<file path="config.mk">
export PLATFORM = sky130hd
export DESIGN_NAME = rx_frame_ctrl
export DESIGN_NICKNAME = d
export VERILOG_FILES = /design/src/rtl/rx_frame_ctrl.sv
export SDC_FILE = /design/constraint.sdc
export NUM_CORES = 1
export LEC_CHECK = 0
export BUFFER_PORTS_ARGS = -buffer_cell sky130_fd_sc_hd__buf_2
export CORE_ASPECT_RATIO = 0.8
export CORE_MARGIN = 2
export CORE_UTILIZATION = 55
export CTS_CLUSTER_DIAMETER = 120
export DETAILED_ROUTE_END_ITERATION = 12
export GPL_ROUTABILITY_DRIVEN = 0
export PLACE_DENSITY = 0.83
export SKIP_LAST_GASP = 1
export SLEW_MARGIN = 20
export SYNTH_ARGS = -nofsm -noshare
export SYNTH_HDL_FRONTEND = slang
export SYNTH_SLANG_ARGS = --single-unit
</file>
<file path="constraint.sdc">
create_clock -name clk -period 5.26 [get_ports clk]
set_input_delay 1.052 -clock clk [delete_from_list [all_inputs] [get_ports clk]]
set_output_delay 1.052 -clock clk [all_outputs]
set_load 0.05 [all_outputs]
</file>
<file path="src/rtl/rx_frame_ctrl.sv">
// rtl/rx_frame_ctrl.sv - sync-word framed bit receiver with byte handshake; optional checksum via RX_CHECKSUM_EN
module rx_frame_ctrl #(
   parameter logic [7:0]  SYNC_WORD = 8'hA7,
   parameter int unsigned TIMEOUT   = 255
) (
   input  logic       clk,
   input  logic       reset,
   input  logic       bit_i,
   input  logic       bit_valid,
   output logic       dec_en,
   output logic [7:0] byte_o,
   output logic       byte_valid,
   input  logic       byte_ready,
   output logic       busy,
   output logic       frame_done,
   output logic       frame_err,
   output logic       ovf
);

`ifdef RX_CHECKSUM_EN
   typedef enum logic [2:0] {S_HUNT, S_LEN, S_PAYLOAD, S_CHK, S_DONE} state_t;
`else
   typedef enum logic [2:0] {S_HUNT, S_LEN, S_PAYLOAD, S_DONE} state_t;
`endif

   // last idle count value before the abort fires
   localparam logic [15:0] IDLE_LAST = 16'(TIMEOUT - 1);

   state_t      state;
   logic [7:0]  sr;
   logic [2:0]  bit_cnt;
   logic [7:0]  remaining;
   logic [15:0] idle_cnt;
`ifdef RX_CHECKSUM_EN
   logic [7:0]  csum;
`endif

   logic [7:0]  sr_next;
   logic        byte_last;
   logic        timeout_hit;
   logic        byte_done;
   logic        byte_accept;

   assign sr_next     = {sr[6:0], bit_i};
   assign byte_last   = bit_valid && (bit_cnt == 3'd7);
   assign timeout_hit = !bit_valid && (idle_cnt == IDLE_LAST);
   assign byte_done   = byte_last && (state == S_PAYLOAD);
   assign byte_accept = byte_valid && byte_ready;

   // frame state machine: sync hunt, length, payload, optional checksum, done
   always_ff @(posedge clk) begin
      if (reset) begin
         state      <= S_HUNT;
         sr         <= 8'd0;
         bit_cnt    <= 3'd0;
         remaining  <= 8'd0;
         idle_cnt   <= 16'd0;
`ifdef RX_CHECKSUM_EN
         csum       <= 8'd0;
`endif
         dec_en     <= 1'b0;
         busy       <= 1'b0;
         frame_done <= 1'b0;
         frame_err  <= 1'b0;
      end else begin
         frame_done <= 1'b0;
         frame_err  <= 1'b0;
         idle_cnt   <= bit_valid ? 16'd0 : idle_cnt + 16'd1;
         case (state)
            S_HUNT: begin
               idle_cnt <= 16'd0;
               if (bit_valid) begin
                  sr <= sr_next;
                  if (sr_next == SYNC_WORD) begin
                     state   <= S_LEN;
                     bit_cnt <= 3'd0;
                     dec_en  <= 1'b1;
                     busy    <= 1'b1;
                  end
               end
            end
            S_DONE: begin
               state    <= S_HUNT;
               busy     <= 1'b0;
               sr       <= 8'd0;
               bit_cnt  <= 3'd0;
               idle_cnt <= 16'd0;
            end
            default: begin
               if (timeout_hit) begin
                  state     <= S_HUNT;
                  frame_err <= 1'b1;
                  dec_en    <= 1'b0;
                  busy      <= 1'b0;
                  sr        <= 8'd0;
                  bit_cnt   <= 3'd0;
               end else if (bit_valid) begin
                  sr      <= sr_next;
                  bit_cnt <= bit_cnt + 3'd1;
                  if (byte_last) begin
                     if (state == S_LEN) begin
                        if (sr_next == 8'd0) begin
                           state     <= S_HUNT;
                           frame_err <= 1'b1;
                           dec_en    <= 1'b0;
                           busy      <= 1'b0;
                           sr        <= 8'd0;
                           bit_cnt   <= 3'd0;
                        end else begin
                           remaining <= sr_next;
                           state     <= S_PAYLOAD;
`ifdef RX_CHECKSUM_EN
                           csum      <= 8'd0;
`endif
                        end
                     end else if (state == S_PAYLOAD) begin
                        remaining <= remaining - 8'd1;
`ifdef RX_CHECKSUM_EN
                        // dropped bytes still count towards the checksum
                        csum      <= csum ^ sr_next;
                        if (remaining == 8'd1) begin
                           state <= S_CHK;
                        end
`else
                        if (remaining == 8'd1) begin
                           state      <= S_DONE;
                           dec_en     <= 1'b0;
                           frame_done <= 1'b1;
                        end
`endif
`ifdef RX_CHECKSUM_EN
                     end else if (state == S_CHK) begin
                        if (sr_next == csum) begin
                           state      <= S_DONE;
                           dec_en     <= 1'b0;
                           frame_done <= 1'b1;
                        end else begin
                           state     <= S_HUNT;
                           frame_err <= 1'b1;
                           dec_en    <= 1'b0;
                           busy      <= 1'b0;
                           sr        <= 8'd0;
                           bit_cnt   <= 3'd0;
                        end
`endif
                     end else begin
                        state  <= S_HUNT;
                        dec_en <= 1'b0;
                        busy   <= 1'b0;
                        sr     <= 8'd0;
                     end
                  end
               end
            end
         endcase
      end
   end

   // single-entry output buffer; a byte arriving while one is still pending is dropped
   always_ff @(posedge clk) begin
      if (reset) begin
         byte_o     <= 8'd0;
         byte_valid <= 1'b0;
         ovf        <= 1'b0;
      end else if (byte_done) begin
         if (!byte_valid || byte_accept) begin
            byte_o     <= sr_next;
            byte_valid <= 1'b1;
         end else begin
            ovf <= 1'b1;
         end
      end else if (byte_accept) begin
         byte_valid <= 1'b0;
      end
   end

endmodule
</file>
==> results.sh <==
export IMPL_synth_distinct_cells=40
export IMPL_synth_edf_count=0
export IMPL_grt_pass1_wl_um=8380
export IMPL_ios=19
export IMPL_wirelength_um=4940
export IMPL_place_hpwl_um=3410
export IMPL_syn_nets=291
export IMPL_clk_path_buf_depth=2
export IMPL_globalRouteOverflowTotal=0
export IMPL_cts_made_buffers=5
export IMPL_synthCells=276
export IMPL_async_reset_ff_share_pct=0
export IMPL_worst_setup_hold_path_clk_slew_ps=90
export IMPL_ant_nets=0
export IMPL_grt_pass1_vias=1804
export IMPL_vias=2010
export IMPL_multiInputGateArea_um2=1270
export IMPL_nets=305
export IMPL_min_path_type="flop to flop"
export IMPL_clkLatencyLatePin_ps=310
export IMPL_die_w_um=77.1
export IMPL_cts_tree="built"
export IMPL_cts_resized=0
export IMPL_netlist_top_cells_area="dfxtp_1 43%, nor2_1 7.3%, ha_1 5.3%"
export IMPL_first_pass_iters=4
export IMPL_crit_required_ps=5510
export IMPL_ys_warn_count=0
export IMPL_post_place_cells=340
export IMPL_ctsRootBufferMaster="clkbuf_8"
export IMPL_netlist_area_um2=2350
export IMPL_seq_area_frac_synth_pct=42.6
export IMPL_syn_to_final_growth_pct=9.31
export IMPL_start_kind="input pin"
export IMPL_synth_largest_area_cell="dfxtp_1"
export IMPL_start_util_pct=56.7
export IMPL_tns_ps=0
export IMPL_worstMarginPinSlew_ps=819
export IMPL_clock_sinks=50
export IMPL_die_y_um=62.5
export IMPL_cp_end_kind="flop"
export IMPL_p_per_area_nw_per_um2=247
export IMPL_arrival_ps=2890
export IMPL_fillerInstances=370
export IMPL_drt_iter0_markers=202
export IMPL_ctsHoldBuffers=0
export IMPL_fin_util_pct=61.9
export IMPL_finalClockSkew_ps=3.89
export IMPL_finalCritPeriodShare_pct=50.3
export IMPL_setup_viol=0
export IMPL_hold_violations=0
export IMPL_viasPerCell=5.78
export IMPL_synth_seq_cells=50
export IMPL_post_synth_top_count_cell="dfxtp_1"
export IMPL_io_buffers=18
export IMPL_synth_common_cells="50 x dfxtp_1, 46 x nor2_1, 23 x nand2_1, 14 x a21oi_1"
export IMPL_syn_avg_cell_area_um2=8.52
export IMPL_rsz0062_at_grt="no"
export IMPL_ff_latch_area_um2=1000
export IMPL_path_class="input pin to flop"
export IMPL_cts_setup_buffers=0
export IMPL_critPathMaxFanout=8
export IMPL_stdcell_count=348
export IMPL_synth_top_area_share_pct=42.6
export IMPL_status="finished, final reports clean"
export IMPL_vdd_drop_max_uv=175
export IMPL_drc_errors=0
export IMPL_core_um2=4150
export IMPL_maxCapViolCount=0
export IMPL_period_minus_slack_ps=2650
export IMPL_core_rowCount=21
export IMPL_grtUsageTotal_pct=22.2
export IMPL_wire_per_inst_um=14.2
export IMPL_slew_headroom_pct=45.2
export IMPL_leakagePower_uw=0.000969
export IMPL_fmax_mhz=378
export IMPL_synthFlopType="dfxtp_1"
export IMPL_die_area_um2=4820
export IMPL_drv_slew=0
export IMPL_htreeDepth=2
export IMPL_diodes=0
export IMPL_drive_above_1_share_pct=9.28
export IMPL_grt_max_degree=28
export IMPL_antenna_found_initial=0
[cell families after synthesis]
family                     synth area share, %
and+or+nand+nor                           23.1
AOI/OAI and AO/OA                         17.5
DFF                                       42.6
buffers and inverters                     3.24
xor gates and xnor gates                  4.47
adders and majority gates                 5.32
muxes                                     3.83
[worst max-delay path, stage by stage]
cell and delay, ps:
buf_2 130, or4_1 450, or4_1 570, o211a_1 200
or3_1 350, a21oi_1 140
[power breakdown]
group	leakage [µW]	internal, µW	switching [µW]	total (µW)
logic	0.000515	3.66	8.78	12.4
clock network	0.0000514	108	133	241
registers	0.000403	379	1.60	381
total	0.000969	491	143	635
[state kept, by name, summed over array words and instances, names as in the netlist]
register	count
byte_valid	1
bit_cnt	3
ovf	1
idle_cnt	16
state	2
byte_o	8
remaining	8
sr	7
frame_done	1
frame_err	1
dec_en	1
busy	1
[final timing paths]
check | to | cells past startpoint | start | slack, ps
worst min-delay path | ovf$_SDFFE_PP0P_ | 2 | ovf$_SDFFE_PP0P_ | 470
worst min register to register | ovf$_SDFFE_PP0P_ | 2 | ovf$_SDFFE_PP0P_ | 470
worst max-delay path | state[0]$_SDFFE_PP0P_ | 6 | bit_valid | 2610
worst max register to register | state[0]$_SDFFE_PP0P_ | 7 | idle_cnt[0]$_SDFF_PP0_ | 2740
[layout by cell type, fill, tap and decap left out, types with 3 or more instances in the layout]
master    count
dfxtp_1      50
xnor2_1       5
nor2_1       46
buf_2        18
mux2i_1       9
nand2_1      23
ha_1         10
a21oi_1      14
inv_1         9
and3_1        3
nand3_1      11
a32o_1        4
nand4_1       4
nor4_1        6
nor3_1        5
clkbuf_8      6
or4_1         3
xor2_1        7
or3_1         4
o21ai_0      11
a31oi_1       7
a22o_1       11
[cell type report]
type                            count  share of cell area [%]
Clock buffer                        6                    3.21
Clock inverter                      2                   0.681
Tap cell                           57                    2.77
Inverter                            9                    1.31
Sequential cell                    50                    38.9
Multi-Input combinational cell    206                    49.6
Timing Repair Buffer               18                    3.50
[per-stage QoR]
stage               total power, µW  setup WS (ps)  cell area, µm²  hold slack [ps]
floorplan                       397           2570            2350              440
CTS                             642           2640            2570              479
detailed placement              402           2290            2470              457
global placement                401           2350            2470              443
global route                    658           2550            2570              491
finish                          635           2610            2570              475
[routing by layer]
layer | up-vias | part of all wire [%] | routed length, µm | GRT usage [%]
li1 | 1020 | - | - | -
met4 | 0 | 1.0 | 51 | 9.38
met1 | 918 | 50 | 2450 | 30.8
met5 | - | 0 | 0 | 0
met2 | 66 | 42 | 2080 | 31.6
met3 | 6 | 7.2 | 358 | 7.23
No activity file was read; power rests on OpenSTA's default activity.
